--- src/rtl/hist_eq_pkg.sv ---
// Shared types and constants for the histogram-equalizer scratch path.
// Used by the scratch-memory arbiter and its requester interface.
package hist_eq_pkg;

    typedef enum logic {
        IDLE  = 1'b0,
        BURST = 1'b1
    } state_t;

    localparam int DEF_ADDR_W = 16;
    localparam int DEF_DATA_W = 128;
    localparam int DEPTH_W    = 17;

    localparam int REQ_HIST = 0;
    localparam int REQ_CDF  = 1;
    localparam int REQ_DIV  = 2;

endpackage

--- src/rtl/scratch_mem_arbiter_if.sv ---
// Requester-side bus of the scratch-memory arbiter.
// The requesters drive the master side; the arbiter takes the slave side.
interface scratch_mem_arbiter_if
    import hist_eq_pkg::*;
#(
    parameter int NUM_REQ = 3,
    parameter int ADDR_W  = DEF_ADDR_W,
    parameter int DATA_W  = DEF_DATA_W
) ();

    logic [NUM_REQ-1:0]        req_valid;
    logic [NUM_REQ-1:0]        req_we;
    logic [NUM_REQ-1:0]        req_last;
    logic [NUM_REQ*ADDR_W-1:0] req_addr;
    logic [NUM_REQ*DATA_W-1:0] req_wdata;
    logic [NUM_REQ-1:0]        req_ready;
    logic [NUM_REQ-1:0]        rsp_valid;
    logic [DATA_W-1:0]         rsp_rdata;

    modport master (
        output req_valid, req_we, req_last, req_addr, req_wdata,
        input  req_ready, rsp_valid, rsp_rdata
    );

    modport slave (
        input  req_valid, req_we, req_last, req_addr, req_wdata,
        output req_ready, rsp_valid, rsp_rdata
    );

endinterface

--- src/rtl/rr_pick.sv ---
// Round-robin selector: first set request bit at or after ptr,
// wrapping modulo N. Purely combinational.
module rr_pick #(
    parameter int N = 3
) (
    input  logic [N-1:0] req,
    input  logic [1:0]   ptr,
    output logic [1:0]   idx,
    output logic         found
);

    logic [3:0] req4;

    assign req4 = 4'(req);

    // Scan from ptr upward, keeping the first hit.
    always_comb begin
        logic [2:0] s;
        idx   = 2'd0;
        found = 1'b0;
        s     = 3'd0;
        for (int k = 0; k < N; k++) begin
            s = {1'b0, ptr} + 3'(k);
            if (s >= 3'(N)) begin
                s = s - 3'(N);
            end
            if (!found && req4[s[1:0]]) begin
                idx   = s[1:0];
                found = 1'b1;
            end
        end
    end

endmodule

--- src/rtl/scratch_mem_arbiter.sv ---
// Shares the scratch write port and read port 0 between the engines.
// Round-robin grants, locked bursts, range check and idle watchdog.
module scratch_mem_arbiter
    import hist_eq_pkg::*;
#(
    parameter int NUM_REQ   = 3,
    parameter int ADDR_W    = DEF_ADDR_W,
    parameter int DATA_W    = DEF_DATA_W,
    parameter int MAX_BURST = 16,
    parameter int TIMEOUT   = 64
) (
    input  logic                 clock,
    input  logic                 reset,
    scratch_mem_arbiter_if.slave req_if,
    input  logic [DEPTH_W-1:0]   scratch_mem_depth,
    output logic                 scratch_mem_WE,
    output logic [ADDR_W-1:0]    scratch_mem_waddr,
    output logic [DATA_W-1:0]    scratch_mem_wdata,
    output logic [ADDR_W-1:0]    scratch_mem_raddr0,
    input  logic [DATA_W-1:0]    scratch_mem_rdata0,
    output logic [1:0]           owner,
    output logic                 overflow_fault,
    output logic                 timeout_fault
);

    localparam int BC_W = $clog2(MAX_BURST + 1);
    localparam int IC_W = $clog2(TIMEOUT + 1);

    state_t            state;
    state_t            state_nx;
    logic [1:0]        owner_nx;
    logic [1:0]        rr_ptr;
    logic [1:0]        rr_ptr_nx;
    logic [BC_W-1:0]   beat_cnt;
    logic [BC_W-1:0]   beat_nx;
    logic [IC_W-1:0]   idle_cnt;
    logic [IC_W-1:0]   idle_nx;
    logic              tof_nx;

    logic [1:0]        pick_idx;
    logic              pick_found;

    logic [3:0]        v4;
    logic [3:0]        we4;
    logic [3:0]        last4;
    logic [3:0]        rdy4;
    logic              sel_valid;
    logic              sel_we;
    logic              sel_last;
    logic [ADDR_W-1:0] sel_addr;
    logic [DATA_W-1:0] sel_wdata;
    logic              acc;
    logic              flt;

    logic              rd_v1;
    logic [1:0]        rd_own1;
    logic              rd_flt1;
    logic [3:0]        rsp_oh;
    logic              rsp_flt2;

    rr_pick #(
        .N(NUM_REQ)
    ) u_pick (
        .req  (req_if.req_valid),
        .ptr  (rr_ptr),
        .idx  (pick_idx),
        .found(pick_found)
    );

    assign v4        = 4'(req_if.req_valid);
    assign we4       = 4'(req_if.req_we);
    assign last4     = 4'(req_if.req_last);
    assign sel_valid = v4[owner];
    assign sel_we    = we4[owner];
    assign sel_last  = last4[owner];
    assign sel_addr  = req_if.req_addr[owner*ADDR_W +: ADDR_W];
    assign sel_wdata = req_if.req_wdata[owner*DATA_W +: DATA_W];

    assign acc = (state == BURST) && sel_valid;
    assign flt = DEPTH_W'(sel_addr) >= scratch_mem_depth;

    // Only the current owner sees ready, and only while bursting.
    always_comb begin
        rdy4        = 4'b0000;
        rdy4[owner] = (state == BURST);
    end

    assign req_if.req_ready = rdy4[NUM_REQ-1:0];
    assign req_if.rsp_valid = rsp_oh[NUM_REQ-1:0];
    assign req_if.rsp_rdata = (rsp_oh != 4'b0000 && !rsp_flt2)
                              ? scratch_mem_rdata0 : '0;

    // Grant FSM state and counters.
    always_ff @(posedge clock) begin
        if (reset) begin
            state         <= IDLE;
            owner         <= 2'd0;
            rr_ptr        <= 2'd0;
            beat_cnt      <= '0;
            idle_cnt      <= '0;
            timeout_fault <= 1'b0;
        end else begin
            state         <= state_nx;
            owner         <= owner_nx;
            rr_ptr        <= rr_ptr_nx;
            beat_cnt      <= beat_nx;
            idle_cnt      <= idle_nx;
            timeout_fault <= tof_nx;
        end
    end

    // Next grant: pick in IDLE, hold the lock until last, cap or watchdog.
    always_comb begin
        logic ex;
        state_nx  = state;
        owner_nx  = owner;
        rr_ptr_nx = rr_ptr;
        beat_nx   = beat_cnt;
        idle_nx   = idle_cnt;
        tof_nx    = timeout_fault;
        ex        = 1'b0;
        unique case (state)
            IDLE: begin
                if (pick_found) begin
                    owner_nx = pick_idx;
                    state_nx = BURST;
                end
            end
            BURST: begin
                if (acc) begin
                    beat_nx = beat_cnt + 1'b1;
                    idle_nx = '0;
                    if (sel_last || beat_cnt == BC_W'(MAX_BURST - 1)) begin
                        ex = 1'b1;
                    end
                end else begin
                    idle_nx = idle_cnt + 1'b1;
                    if (idle_cnt == IC_W'(TIMEOUT - 1)) begin
                        ex     = 1'b1;
                        tof_nx = 1'b1;
                    end
                end
                if (ex) begin
                    state_nx  = IDLE;
                    rr_ptr_nx = (owner == 2'(NUM_REQ - 1)) ? 2'd0
                                                           : owner + 2'd1;
                    beat_nx   = '0;
                    idle_nx   = '0;
                end
            end
            default: begin
                state_nx = IDLE;
            end
        endcase
    end

    // Beat issue and the two-stage read response pipe carrying the owner.
    always_ff @(posedge clock) begin
        if (reset) begin
            scratch_mem_WE     <= 1'b0;
            scratch_mem_waddr  <= '0;
            scratch_mem_wdata  <= '0;
            scratch_mem_raddr0 <= '0;
            rd_v1              <= 1'b0;
            rd_own1            <= 2'd0;
            rd_flt1            <= 1'b0;
            rsp_oh             <= 4'b0000;
            rsp_flt2           <= 1'b0;
            overflow_fault     <= 1'b0;
        end else begin
            scratch_mem_WE <= acc && sel_we && !flt;
            if (acc && sel_we && !flt) begin
                scratch_mem_waddr <= sel_addr;
                scratch_mem_wdata <= sel_wdata;
            end
            if (acc && !sel_we && !flt) begin
                scratch_mem_raddr0 <= sel_addr;
            end
            rd_v1    <= acc && !sel_we;
            rd_own1  <= owner;
            rd_flt1  <= flt;
            rsp_oh   <= rd_v1 ? (4'b0001 << rd_own1) : 4'b0000;
            rsp_flt2 <= rd_flt1;
            if (acc && flt) begin
                overflow_fault <= 1'b1;
            end
        end
    end

endmodule

--- src/flat_wrapper.sv ---
// flat-port wrapper written by rule: the top's interface ports become plain ports
module scratch_mem_arbiter_flat import hist_eq_pkg::*;
#(
    parameter int NUM_REQ   = 3,
    parameter int ADDR_W    = DEF_ADDR_W,
    parameter int DATA_W    = DEF_DATA_W,
    parameter int MAX_BURST = 16,
    parameter int TIMEOUT   = 64
)
  (clock, reset, scratch_mem_depth, scratch_mem_WE, scratch_mem_waddr, scratch_mem_wdata, scratch_mem_raddr0, scratch_mem_rdata0, owner, overflow_fault, timeout_fault, req_if_req_valid, req_if_req_we, req_if_req_last, req_if_req_addr, req_if_req_wdata, req_if_req_ready, req_if_rsp_valid, req_if_rsp_rdata);
  scratch_mem_arbiter_if #(.NUM_REQ(NUM_REQ), .ADDR_W(ADDR_W), .DATA_W(DATA_W)) req_if_i ();
  input  logic clock;
  input  logic reset;
  input  logic [DEPTH_W-1:0] scratch_mem_depth;
  output logic scratch_mem_WE;
  output logic [ADDR_W-1:0] scratch_mem_waddr;
  output logic [DATA_W-1:0] scratch_mem_wdata;
  output logic [ADDR_W-1:0] scratch_mem_raddr0;
  input  logic [DATA_W-1:0] scratch_mem_rdata0;
  output logic [1:0] owner;
  output logic overflow_fault;
  output logic timeout_fault;
  input wire logic [$bits(req_if_i.req_valid)-1:0] req_if_req_valid;
  input wire logic [$bits(req_if_i.req_we)-1:0] req_if_req_we;
  input wire logic [$bits(req_if_i.req_last)-1:0] req_if_req_last;
  input wire logic [$bits(req_if_i.req_addr)-1:0] req_if_req_addr;
  input wire logic [$bits(req_if_i.req_wdata)-1:0] req_if_req_wdata;
  output wire logic [$bits(req_if_i.req_ready)-1:0] req_if_req_ready;
  output wire logic [$bits(req_if_i.rsp_valid)-1:0] req_if_rsp_valid;
  output wire logic [$bits(req_if_i.rsp_rdata)-1:0] req_if_rsp_rdata;
  assign req_if_i.req_valid = req_if_req_valid;
  assign req_if_i.req_we = req_if_req_we;
  assign req_if_i.req_last = req_if_req_last;
  assign req_if_i.req_addr = req_if_req_addr;
  assign req_if_i.req_wdata = req_if_req_wdata;
  assign req_if_req_ready = req_if_i.req_ready;
  assign req_if_rsp_valid = req_if_i.rsp_valid;
  assign req_if_rsp_rdata = req_if_i.rsp_rdata;
  scratch_mem_arbiter #(.NUM_REQ(NUM_REQ), .ADDR_W(ADDR_W), .DATA_W(DATA_W), .MAX_BURST(MAX_BURST), .TIMEOUT(TIMEOUT)) u_core (.clock(clock), .reset(reset), .req_if(req_if_i), .scratch_mem_depth(scratch_mem_depth), .scratch_mem_WE(scratch_mem_WE), .scratch_mem_waddr(scratch_mem_waddr), .scratch_mem_wdata(scratch_mem_wdata), .scratch_mem_raddr0(scratch_mem_raddr0), .scratch_mem_rdata0(scratch_mem_rdata0), .owner(owner), .overflow_fault(overflow_fault), .timeout_fault(timeout_fault));
endmodule
--- config.mk ---
export PLATFORM = sky130hd
export DESIGN_NAME = scratch_mem_arbiter_flat
export DESIGN_NICKNAME = d
export VERILOG_FILES = /design/src/rtl/hist_eq_pkg.sv /design/src/rtl/scratch_mem_arbiter_if.sv /design/src/rtl/rr_pick.sv /design/src/rtl/scratch_mem_arbiter.sv /design/src/flat_wrapper.sv
export SDC_FILE = /design/constraint.sdc
export NUM_CORES = 1
export LEC_CHECK = 0
export CORE_AREA = 2 2 349 351
export CTS_BUF_LIST = sky130_fd_sc_hd__clkbuf_8
export DETAILED_ROUTE_END_ITERATION = 12
export DIE_AREA = 0 0 351 353
export RECOVER_POWER = 50
export SYNTH_ARGS = -nofsm -noshare
export SYNTH_HDL_FRONTEND = slang
export SYNTH_HIERARCHICAL = 1
export SYNTH_SLANG_ARGS = --single-unit
--- constraint.sdc ---
create_clock -name clock -period 5 [get_ports clock]
set_clock_uncertainty 0.2 [all_clocks]
set_input_delay 0.5 -clock clock [delete_from_list [all_inputs] [get_ports clock]]
set_output_delay 0.5 -clock clock [all_outputs]
set_load 0.05 [all_outputs]
== Word-level counts from Yosys, hierarchy flattened ==
Index checks and enable logic that the tools add are counted.

* Add/subtract/negate cells: 8
* Multipliers: 0
* Divide/modulo/power cells: 0
* $lt $le $gt $ge: 9
* Equality and inequality tests: 3
* Shifts and indexed selects: 3
* Muxes and demuxes: 36
* Bitwise operators: 4
* Reductions and logical operators: 23

{| class="wikitable"
|+ Operators by type and width
! cell !! count
|-
| $shiftx 384x10->128 || 1
|-
| $mux 128 || 1
|-
| $shiftx 48x7->16 || 1
|-
| $ge 16x17->1 || 1
|-
| $mux 1 || 16
|-
| $mux 2 || 7
|-
| $mux 7 || 2
|-
| $bmux 1 s2 || 6
|-
| $lt 2x3->1 const B || 4
|-
| $logic_and 1x1->1 || 10
|-
| $mux 5 || 2
|-
| $add 7x1->7 const B || 1
|-
| $eq 7x6->1 const B || 1
|-
| $ge 3x2->1 const B || 2
|-
| $reduce_and 2->1 || 3
|-
| $sub 2x2->2 const B || 3
|-
| $add 5x1->5 const B || 1
|-
| $eq 5x4->1 const B || 1
|-
| $logic_not 1->1 || 5
|-
| $reduce_bool 4->1 || 1
|-
| $shl 1x2->4 const A || 1
|-
| $add 2x1->3 const B || 1
|-
| $add 2x2->3 const B || 1
|-
| $and 3x3->3 || 1
|-
| other kinds (11) || 13
|}

* Register bits: 189
* Bits in latches: 0
* RAM bits: 0
* Bits in read-only memories: 0
* Bits of input ports: 588
* Logic and storage cells: 102
* Memories: 0

== Logic depth before layout (Yosys ltp) ==
Gate-level depths: netlist (run 1).

* Depth in word-level cells: 13
* Depth in mapped cells: 15
* Gate-level depth less buffers: 10

== Cells and area by module ==
The synthesis (run 1) kept the hierarchy.

{| class="wikitable"
|+ By module, submodules not included
! module !! instances !! cells each !! area an instance (µm²) !! seq. area each (µm²)
|-
| scratch_mem_arbiter || 1 || 1,494 || 12,560.8 || 3,783.6
|-
| rr_pick || 1 || 26 || 200.2 || 0.0
|}

== Worst setup path before layout (run 1) ==
Ideal clock, no wire load.

* Kind: register to register
* Start point: register u_core.owner[1]
* End point: register u_core.scratch_mem_waddr[12]
* Library setup time: 121 ps
* Data arrival time: 3,663 ps
* Data required time: 4,679 ps
* Slack: 1,016 ps
* Stages on the path, launching flop included: 16
* Period minus slack after synthesis: 3,984 ps
* Cells stage by stage: dfxtp_1 -> buf_2 -> nor2b_2 -> buf_2 -> buf_1 -> nand2_1 -> o21ai_0 -> ha_1 -> and3_1 -> a221o_1 -> a311oi_2 -> o21ai_2 -> nor2_8 -> buf_8 -> buf_12 -> mux2_4

* Elaborated cells on any way between the ends: 10
* Classes of those cells: order compare: 1; shift: 1; mux: 4; reduce/logical: 4

{| class="wikitable"
|+ RTL lines
! element !! RTL line !! source
|-
| from (decl) || scratch_mem_arbiter.sv:21 || <nowiki>output logic [1:0] owner,</nowiki>
|-
| from (signal assigned) || scratch_mem_arbiter.sv:104 || <nowiki>owner <= owner_nx;</nowiki>
|-
| $shiftx 48x7->16 || scratch_mem_arbiter.sv:76 || <nowiki>assign sel_addr = req_if.req_addr[owner*ADDR_W +: ADDR_W];</nowiki>
|-
| named net u_core.sel_addr[8] || scratch_mem_arbiter.sv:50 || <nowiki>logic [ADDR_W-1:0] sel_addr;</nowiki>
|-
| $ge 16x17->1 || scratch_mem_arbiter.sv:80 || <nowiki>assign flt = DEPTH_W'(sel_addr) >= scratch_mem_depth;</nowiki>
|-
| $logic_not 1->1 || scratch_mem_arbiter.sv:172 || <nowiki>if (acc && sel_we && !flt) begin</nowiki>
|-
| $logic_and 1x1->1 || scratch_mem_arbiter.sv:172 ||
|-
| to (signal assigned) || scratch_mem_arbiter.sv:173 || <nowiki>scratch_mem_waddr <= sel_addr;</nowiki>
|-
| to (decl) || scratch_mem_arbiter.sv:17 || <nowiki>output logic [ADDR_W-1:0] scratch_mem_waddr,</nowiki>
|}

The timed path passes the listed nets, and every way through them passes these cells. The select of a mux whose other input is x is not followed.
A chain may end at the register's enable or synchronous reset.

== Final worst setup path (run 1) ==
* Start point: register u_core.owner[0]
* End point: register u_core.scratch_mem_wdata[103]

* Elaborated cells on any way between the ends: 11
* Classes of those cells: order compare: 1; shift: 2; mux: 4; reduce/logical: 4

{| class="wikitable"
|+ RTL lines
! element !! RTL line !! source
|-
| $shiftx 48x7->16 || scratch_mem_arbiter.sv:76 ||
|-
| named net u_core.sel_addr[8] || scratch_mem_arbiter.sv:50 ||
|-
| $ge 16x17->1 || scratch_mem_arbiter.sv:80 ||
|-
| $logic_not 1->1 || scratch_mem_arbiter.sv:172 ||
|-
| $logic_and 1x1->1 || scratch_mem_arbiter.sv:172 ||
|-
| to (signal assigned) || scratch_mem_arbiter.sv:174 || <nowiki>scratch_mem_wdata <= sel_wdata;</nowiki>
|-
| to (decl) || scratch_mem_arbiter.sv:18 || <nowiki>output logic [DATA_W-1:0] scratch_mem_wdata,</nowiki>
|}

The timed path passes the listed nets, and every way through them passes these cells. The select of a mux whose other input is x is not followed.

==> impl_results.html, run 1 <==
<table>
<tr><th>Metric</th><th>Value</th></tr>
<tr><th colspan="2">Setup path</th></tr>
<tr><td>Critical R2R Capture</td><td>u_core/scratch_mem_wdata[103]</td></tr>
<tr><td>CP top delay family</td><td>simple AND/OR/NAND/NOR gates</td></tr>
<tr><td>Crit start category</td><td>flop</td></tr>
<tr><td>Worst r2r src</td><td>u_core/owner[0]</td></tr>
<tr><td>Cell mode on critical path</td><td>nand2_1</td></tr>
<tr><td>Register-to-register setup slack</td><td>710 ps</td></tr>
<tr><td>Worst r2r path cells</td><td>12</td></tr>
<tr><td>Critical-path cell with the highest stage delay</td><td>dfxtp_4</td></tr>
<tr><td>Crit end category</td><td>flop</td></tr>
<tr><td>Maximum fanout count along the critical path</td><td>46</td></tr>
<tr><td>Worst-path cell chain</td><td>nor2b_4, nand2_1, o21ai_0, ha_1, a21oi_1, nand2_1, a311oi_2, buf_4, o21ai_2, nor2_8, buf_12, mux2_2</td></tr>
<tr><td>Worst endpoint required time</td><td>5280 ps</td></tr>
<tr><td>Largest stage delay, worst path</td><td>770 ps</td></tr>
<tr><td>Arrival time at the worst endpoint</td><td>4570 ps</td></tr>
<tr><td>Count of buffer and inverter cells on the critical path</td><td>2</td></tr>
<tr><td>Kind of critical path</td><td>reg2reg</td></tr>
<tr><th colspan="2">Synthesis</th></tr>
<tr><td>Number of enable-type register cells in the synthesized netlist</td><td>0</td></tr>
<tr><td>Post-synthesis instance total</td><td>1520</td></tr>
<tr><td>Post-synth top cells</td><td>nor2_1 (288), dfxtp_1 (189), nor2b_1 (185), mux2i_1 (156), a21oi_1 (139)</td></tr>
<tr><td>Syn. warnings</td><td>6</td></tr>
<tr><td>Syn nets</td><td>2130</td></tr>
<tr><td>Largest cells by area after synthesis</td><td>dfxtp_1 (30%), mux2i_1 (12%), nor2b_1 (9.1%), mux2_2 (8.9%), nor2_1 (8.5%)</td></tr>
<tr><td>Share of synthesized area occupied by flip-flops and latches</td><td>29.6%</td></tr>
<tr><td>Avg Synthesized Cell Area</td><td>8.40 µm²</td></tr>
<tr><td>Number of distinct standard cells referenced by the synthesized netlist</td><td>50</td></tr>
<tr><td>Prevailing post-synth register cell</td><td>dfxtp_1</td></tr>
<tr><td>Post-synthesis sequential element count</td><td>189</td></tr>
<tr><td>Fraction of post-synthesis cell area in the top cell type by area</td><td>29.6%</td></tr>
<tr><td>Cell with the most instances after synthesis</td><td>nor2_1</td></tr>
<tr><td>Biggest area consumer among synthesized cells</td><td>dfxtp_1</td></tr>
<tr><td>Post-synth ARST share</td><td>0%</td></tr>
<tr><td>Cell area after synthesis</td><td>12800 µm²</td></tr>
<tr><th colspan="2">Hold path</th></tr>
<tr><td>Cells on Worst Hold Path</td><td>1</td></tr>
<tr><td>Worst Hold Launch</td><td>u_core/rd_flt1</td></tr>
<tr><td>Path type of the worst min-delay path</td><td>reg2reg</td></tr>
<tr><td>Endpoint, Worst Hold</td><td>u_core/rsp_flt2</td></tr>
<tr><th colspan="2">Global route</th></tr>
<tr><td>GRT Overall Usage</td><td>11.9%</td></tr>
<tr><td>Number of global-route vias before repair</td><td>13.6k</td></tr>
<tr><td>Maximum number of pins on one net before global-route repair</td><td>122</td></tr>
<tr><td>Initial antenna violation count</td><td>15</td></tr>
<tr><td>Wire length of the first global-routing pass</td><td>103000 µm</td></tr>
<tr><td>Remaining global-route overflow</td><td>0</td></tr>
<tr><th colspan="2">Timing</th></tr>
<tr><td>Timing-limited maximum frequency</td><td>0.233 GHz</td></tr>
<tr><td>Worst hold margin</td><td>268 ps</td></tr>
<tr><td>Number of hold-slack violations in the final timing report</td><td>0</td></tr>
<tr><td>Final WS setup</td><td>711 ps</td></tr>
<tr><td>Pins over their slew limit</td><td>153</td></tr>
<tr><td>Unrepaired setup endpoints after global routing</td><td>no</td></tr>
<tr><td>Setup-failing EPs final</td><td>0</td></tr>
<tr><td>Setup TNS</td><td>0 ps</td></tr>
<tr><td>Slew at the pin closest to its max-slew limit</td><td>2710 ps</td></tr>
<tr><td>Period utilisation layout</td><td>85.8%</td></tr>
<tr><td>Worst max-slew margin expressed relative to the limit</td><td>-80.8%</td></tr>
<tr><td>Final min period</td><td>4290 ps</td></tr>
<tr><th colspan="2">Detailed routing</th></tr>
<tr><td>Count of vias placed by the detailed router</td><td>13.5k</td></tr>
<tr><td>Post-route antenna net violation count</td><td>0</td></tr>
<tr><td>Detailed-router iteration count before antenna repair</td><td>4</td></tr>
<tr><td>Average routed wire per standard cell</td><td>19.2 µm</td></tr>
<tr><td>Remaining design rule violation count</td><td>0</td></tr>
<tr><td>Total wirelength of the detailed-routed design</td><td>76600 µm</td></tr>
<tr><td>Via-per-instance ratio</td><td>3.39</td></tr>
<tr><td>Detailed Route Iter0 Violations</td><td>602</td></tr>
<tr><th colspan="2">Clock tree</th></tr>
<tr><td>H-tree level count</td><td>4</td></tr>
<tr><td>CTS Buf Count</td><td>17</td></tr>
<tr><td>Clock insertion delay at the later pin of the skew report</td><td>610 ps</td></tr>
<tr><td>CTS Root Cell</td><td>clkbuf_8</td></tr>
<tr><td>Reg clk slew, reported paths</td><td>160 ps</td></tr>
<tr><td>Longest Clk Path Bufs</td><td>2</td></tr>
<tr><td>Cells resized by post-CTS repair</td><td>0</td></tr>
<tr><td>Count of buffers added by post-CTS timing repair for setup</td><td>0</td></tr>
<tr><td>CTS tree</td><td>yes</td></tr>
<tr><td>Post-cts hold buffer count</td><td>0</td></tr>
<tr><td>Clock tree sinks</td><td>189</td></tr>
<tr><th colspan="2">Pwr</th></tr>
<tr><td>Pwr/cell area</td><td>214 nW/µm²</td></tr>
<tr><td>Leakage</td><td>0.00944 µW</td></tr>
<tr><td>Worst vdd ir</td><td>0.129 mV</td></tr>
<tr><th colspan="2">Outcome</th></tr>
<tr><td>Outcome</td><td>complete, but fails checks</td></tr>
<tr><td>Violations in the final reports</td><td>max-capacitance violations, max-slew violations</td></tr>
<tr><th colspan="2">Cells and area</th></tr>
<tr><td>Share of post-route cells with drive strength above 1</td><td>10.2%</td></tr>
<tr><td>Final Net Count</td><td>2952</td></tr>
<tr><td>Non-filler cells, final</td><td>3989</td></tr>
<tr><td>Area Overhead vs Synth</td><td>87.2%</td></tr>
<tr><td>Final core utilization</td><td>19.8%</td></tr>
<tr><th colspan="2">Placement</th></tr>
<tr><td>Port buffer count</td><td>886</td></tr>
<tr><td>Hpwl dp</td><td>64300 µm</td></tr>
<tr><td>Pre-CTS WS</td><td>606 ps</td></tr>
<tr><td>GPL Wtd Cong</td><td>0.871</td></tr>
<tr><td>Post-placement cell count</td><td>3948</td></tr>
<tr><th colspan="2">Floorplan</th></tr>
<tr><td>Overall die width</td><td>351 µm</td></tr>
<tr><td>Core Box Area</td><td>121000 µm²</td></tr>
<tr><td>Die Footprint</td><td>124000 µm²</td></tr>
<tr><td>Vertical die dimension</td><td>353 µm</td></tr>
<tr><td>I/O pin count</td><td>887</td></tr>
<tr><td>Initial cell density of the core</td><td>10.6%</td></tr>
<tr><td>Number of standard-cell rows in the floorplan</td><td>128</td></tr>
<tr><th colspan="2">Run</th></tr>
<tr><td>Max-cap check violation count</td><td>2</td></tr>
</table>
==> placed cells by master (no fill, tap or decap), drive strengths merged, types with 2 or more instances in the layout <==
cell type / n
nor3: 7
a311oi: 2
nand4b: 2
nor3b: 3
and3: 3
nand2b: 2
a22oi: 3
nor2: 290
inv: 34
o21ai: 25
a21o: 3
buf: 36
clkdlybuf4s50: 670
a21oi: 139
a31oi: 2
nor2b: 186
nand3b: 4
a221o: 2
dlygate4sd3: 215
mux2: 161
dfxtp: 189
diode: 9
mux2i: 156
nand2: 27
and2: 130
clkbuf: 19
a211oi: 2
clkinv: 4
nand3: 4
ha: 22
==> routing by layer <==
metal	vias to the layer above	GRT usage [%]	wire [µm]
li1	6698	-	-
met1	6264	15.2	34300
met2	503	18.8	34500
met3	42	4.13	6770
met4	12	3.17	973
met5	-	0	76
==> kinds of logic after synthesis <==
logic type      count (synthesis)  share of synthesized area, %
simple gates                  663                          26.5
mux                           317                          28.2
flops                         189                          29.6
compound gates                185                          7.84
buf+inv                       143                          5.55
fa+ha+maj                      22                          2.16
xor+xnor                        1                        0.0686
==> where the power goes <==
| group | switching [µW] | internal, µW | total [µW] |
|---|---|---|---|
| clock | 836 | 413 | 1250 |
| combinational | 1200 | 995 | 2200 |
| sequential | 65.6 | 1600 | 1670 |
| total | 2100 | 3010 | 5110 |
==> how the worst max path moves through the flow <==
| stage | from | to | slack [ps] | cells past startpoint |
|---|---|---|---|---|
| after CTS | u_core/owner[0] | u_core/scratch_mem_wdata[103] | 560 | 10 |
| after global routing | u_core/owner[0] | u_core/scratch_mem_wdata[62] | 380 | 13 |
| final | u_core/owner[0] | u_core/scratch_mem_wdata[103] | 710 | 12 |
| after global placement | req_if_req_addr[23] | u_core/scratch_mem_wdata[77] | 650 | 12 |
| after floorplan | u_core/owner[1] | u_core/scratch_mem_waddr[12] | 1020 | 15 |
| after detailed placement | req_if_req_addr[8] | u_core/scratch_mem_wdata[77] | 610 | 12 |
==> final cells by class <==
cell class,instances,area [µm²]
Tap cell,1625,2030
Fill cell,13400,96700
Clock inverter,15,218
Multi-Input combinational cell,1188,8280
Antenna cell,9,22.5
Timing Repair Buffer,923,9230
Clock buffer,17,234
Sequential cell,189,3790
Inverter,23,86.3
==> state kept, by name (all words and copies together), names as in the netlist, 2 cells and up <==
register and cells:
u_core/rr_ptr 2, u_core/rsp_oh 4, u_core/scratch_mem_waddr 16, u_core/owner 2, u_core/scratch_mem_raddr0 16, u_core/scratch_mem_wdata 128, u_core/rd_own1 2, u_core/beat_cnt 5
u_core/idle_cnt 7
==> metrics by stage <==
stage | power, µW | instance area, µm²
2_1_floorplan | 2880 | 12800
3_3_place_gp | 3970 | 23400
3_5_place_dp | 3970 | 23400
4_1_cts | 5310 | 23900
5_1_grt | 5430 | 23900
6_report | 5110 | 23900
Note: power is estimated with default switching activity, not from simulation.
==> run 2: changes to the inputs <==
--- a/config.mk
+++ b/config.mk
@@ -5,11 +5,12 @@
 export SDC_FILE = /design/constraint.sdc
 export NUM_CORES = 1
 export LEC_CHECK = 0
-export CORE_AREA = 2 2 349 351
+export CORE_AREA = 3 3 340 342
 export CTS_BUF_LIST = sky130_fd_sc_hd__clkbuf_8
 export DETAILED_ROUTE_END_ITERATION = 12
-export DIE_AREA = 0 0 351 353
-export RECOVER_POWER = 50
+export DIE_AREA = 0 0 343 345
+export RECOVER_POWER = 25
+export SLEW_MARGIN = 20
 export SYNTH_ARGS = -nofsm -noshare
 export SYNTH_HDL_FRONTEND = slang
 export SYNTH_HIERARCHICAL = 1
==> run 2 against run 1 <==
Compared with the run above:
- the flow still finishes with violations (max-capacitance violations, max-slew violations)
- total power is 2.3% lower
- clock power is 9% lower
- sequential share of layout area is 0.16 points higher
- final cell count is 3.3% lower
- critical endpoint is now u_core/scratch_mem_wdata[81]
- count of clock-buffer cells in the layout is 1 higher
==> impl_results.html, run 2 (synthesis results as in run 1) <==
<table>
<tr><th>Metric</th><th>Value</th></tr>
<tr><th colspan="2">Outcome</th></tr>
<tr><td>Outcome</td><td>complete, but fails checks</td></tr>
<tr><td>Violations in the final reports</td><td>max-capacitance violations, max-slew violations</td></tr>
<tr><th colspan="2">Timing</th></tr>
<tr><td>Slew at the pin closest to its max-slew limit</td><td>2790 ps (+80.9 ps)</td></tr>
<tr><td>Period utilisation layout</td><td>92.4% (+6.6 points)</td></tr>
<tr><td>Setup TNS</td><td>0 ps (unchanged)</td></tr>
<tr><td>Final min period</td><td>4620 ps (+329 ps)</td></tr>
<tr><td>Setup-failing EPs final</td><td>0 (unchanged)</td></tr>
<tr><td>Timing-limited maximum frequency</td><td>0.217 GHz (-7.1%)</td></tr>
<tr><td>Worst hold margin</td><td>252 ps (-15.8 ps)</td></tr>
<tr><td>Worst max-slew margin expressed relative to the limit</td><td>-86.2% (-5.4 points)</td></tr>
<tr><td>Pins over their slew limit</td><td>58 (-62%)</td></tr>
<tr><td>Number of hold-slack violations in the final timing report</td><td>0 (unchanged)</td></tr>
<tr><td>Unrepaired setup endpoints after global routing</td><td>no</td></tr>
<tr><th colspan="2">Run</th></tr>
<tr><td>Max-cap check violation count</td><td>1 (-1)</td></tr>
<tr><th colspan="2">Setup path</th></tr>
<tr><td>CP top delay family</td><td>simple AND/OR/NAND/NOR gates</td></tr>
<tr><td>Maximum fanout count along the critical path</td><td>50 (+8.7%)</td></tr>
<tr><td>Critical-path cell with the highest stage delay</td><td>nor2b_4</td></tr>
<tr><td>Kind of critical path</td><td>reg2reg</td></tr>
<tr><td>Worst endpoint required time</td><td>5280 ps (about the same)</td></tr>
<tr><td>Worst-path cell chain</td><td>buf_12, nor2b_4, nand2_1, o21ai_0, ha_1, and3_1, a221o_1, a311oi_2, buf_4, o21ai_2, nor2_8, buf_12, mux2_2</td></tr>
<tr><td>Arrival time at the worst endpoint</td><td>4890 ps (+320 ps)</td></tr>
<tr><td>Count of buffer and inverter cells on the critical path</td><td>3 (+1)</td></tr>
<tr><td>Cell mode on critical path</td><td>buf_12</td></tr>
<tr><td>Crit end category</td><td>flop</td></tr>
<tr><td>Largest stage delay, worst path</td><td>600 ps (-170 ps)</td></tr>
<tr><td>Crit start category</td><td>flop</td></tr>
<tr><th colspan="2">Clock tree</th></tr>
<tr><td>Longest Clk Path Bufs</td><td>2 (unchanged)</td></tr>
<tr><td>Count of buffers added by post-CTS timing repair for setup</td><td>0 (unchanged)</td></tr>
<tr><td>Cells resized by post-CTS repair</td><td>0 (unchanged)</td></tr>
<tr><td>CTS tree</td><td>yes</td></tr>
<tr><td>Clock tree sinks</td><td>189 (unchanged)</td></tr>
<tr><td>Clock insertion delay at the later pin of the skew report</td><td>580 ps (-30 ps)</td></tr>
<tr><td>Reg clk slew, reported paths</td><td>130 ps (-30 ps)</td></tr>
<tr><td>Post-cts hold buffer count</td><td>0 (unchanged)</td></tr>
<tr><td>CTS Root Cell</td><td>clkbuf_8</td></tr>
<tr><td>H-tree level count</td><td>4 (unchanged)</td></tr>
<tr><td>CTS Buf Count</td><td>17 (unchanged)</td></tr>
<tr><th colspan="2">Pwr</th></tr>
<tr><td>Pwr/cell area</td><td>211 nW/µm² (-1.3%)</td></tr>
<tr><td>Worst vdd ir</td><td>0.129 mV (-0.11%)</td></tr>
<tr><td>Leakage</td><td>0.00904 µW (-4.2%)</td></tr>
<tr><th colspan="2">Cells and area</th></tr>
<tr><td>Largest register by flop count</td><td>u_core/scratch_mem_wdata</td></tr>
<tr><td>Flip-flop count of the largest register, all copies and words added</td><td>128 (unchanged)</td></tr>
<tr><td>Final Net Count</td><td>2947 (-0.17%)</td></tr>
<tr><td>Area Overhead vs Synth</td><td>85.3%</td></tr>
<tr><td>Cell area after layout</td><td>23600 µm² (-1.0%)</td></tr>
<tr><td>Share of post-route cells with drive strength above 1</td><td>9.96% (-0.23 points)</td></tr>
<tr><td>Most common cell after layout, fill and taps aside</td><td>clkdlybuf4s50_1</td></tr>
<tr><td>Final core utilization</td><td>21.0% (+1.2 points)</td></tr>
<tr><td>Largest registers ranked by flip-flop count</td><td>u_core/scratch_mem_wdata (128), u_core/scratch_mem_raddr0 (16), u_core/scratch_mem_waddr (16)</td></tr>
<tr><td>Most used cells in the layout excluding fill and tap cells</td><td>clkdlybuf4s50_1 (774), nor2_1 (287), dfxtp_1 (187)</td></tr>
<tr><th colspan="2">Floorplan</th></tr>
<tr><td>Core Box Area</td><td>113000 µm² (-6.6%)</td></tr>
<tr><td>Overall die width</td><td>343 µm (-2.3%)</td></tr>
<tr><td>Number of standard-cell rows in the floorplan</td><td>123 (-3.9%)</td></tr>
<tr><td>Vertical die dimension</td><td>345 µm (-2.3%)</td></tr>
<tr><td>I/O pin count</td><td>887 (unchanged)</td></tr>
<tr><td>Initial cell density of the core</td><td>11.3% (+0.75 points)</td></tr>
<tr><td>Die Footprint</td><td>118000 µm² (-4.5%)</td></tr>
<tr><th colspan="2">Detailed routing</th></tr>
<tr><td>Via-per-instance ratio</td><td>3.50 (+3.4%)</td></tr>
<tr><td>Detailed Route Iter0 Violations</td><td>626 (+4.0%)</td></tr>
<tr><td>Remaining design rule violation count</td><td>0 (unchanged)</td></tr>
<tr><td>Detailed-router iteration count before antenna repair</td><td>5 (+1)</td></tr>
<tr><td>Average routed wire per standard cell</td><td>18.6 µm (-3.1%)</td></tr>
<tr><td>Count of vias placed by the detailed router</td><td>13.5k (-0.067%)</td></tr>
<tr><td>Total wirelength of the detailed-routed design</td><td>71800 µm (-6.3%)</td></tr>
<tr><td>Post-route antenna net violation count</td><td>0 (unchanged)</td></tr>
<tr><th colspan="2">Placement</th></tr>
<tr><td>Hpwl dp</td><td>59800 µm (-7.0%)</td></tr>
<tr><td>GPL Wtd Cong</td><td>0.941 (+8.1%)</td></tr>
<tr><td>Port buffer count</td><td>886 (unchanged)</td></tr>
<tr><td>Placed instance area</td><td>23200 µm² (-0.93%)</td></tr>
<tr><th colspan="2">Global route</th></tr>
<tr><td>Maximum number of pins on one net before global-route repair</td><td>160 (+31%)</td></tr>
<tr><td>Wire length of the first global-routing pass</td><td>98700 µm (-4.2%)</td></tr>
<tr><td>Number of global-route vias before repair</td><td>13.5k (-0.19%)</td></tr>
<tr><td>GRT Overall Usage</td><td>11.6% (-0.24 points)</td></tr>
<tr><td>Remaining global-route overflow</td><td>0 (unchanged)</td></tr>
<tr><td>Initial antenna violation count</td><td>16 (+1)</td></tr>
<tr><th colspan="2">Hold path</th></tr>
<tr><td>Path type of the worst min-delay path</td><td>reg2reg</td></tr>
</table>
==> run 2: final timing paths <==
| path | from | endpoint | slack (ps) | depth (start not counted) |
|---|---|---|---|---|
| setup reg to reg | u_core/owner[0] | u_core/scratch_mem_wdata[81] | 380 | 13 |
| hold / removal | u_core/rd_flt1 | u_core/rsp_flt2 | 250 | 1 |
| hold reg to reg | u_core/rd_flt1 | u_core/rsp_flt2 | 250 | 1 |
| setup / recovery | u_core/owner[0] | u_core/scratch_mem_wdata[81] | 380 | 13 |
==> run 2: where the power goes <==
part	switching [µW]	leakage [µW]	internal, µW	total [µW]
clock	747	0.000205	396	1140
sequential	54.3	0.00153	1600	1650
combinational	1190	0.00730	1000	2200
total	2000	0.00904	3000	4990
==> run 2: final cells by class <==
type	instances	area (µm²)
fill	12500	89000
timing repair buffer	918	9180
multi-input combinational	1188	8280
sequential	189	3790
tap	1500	1880
clock buffer	18	248
clock inverter	14	166
inverter	23	86.3
antenna	7	17.5
==> run 2: through the flow <==
stage          setup slack (ps)  cells  power, µW
6_report                    382   3857       4990
5_1_grt                    89.0   3855       5310
4_1_cts                     246   3850       5180
3_5_place_dp                293   3818       3940
3_3_place_gp                321   3818       3940
2_1_floorplan              1020   1520       2880
==> run 2: per-layer routing <==
metal | wire length [µm] | part of all wire (%) | global-route usage, %
met4 | 1500 | 2.1 | 3.58
met1 | 30800 | 43 | 14.4
met5 | 11 | 0.015 | 0
met3 | 5450 | 7.6 | 3.37
met2 | 34000 | 47 | 19.3
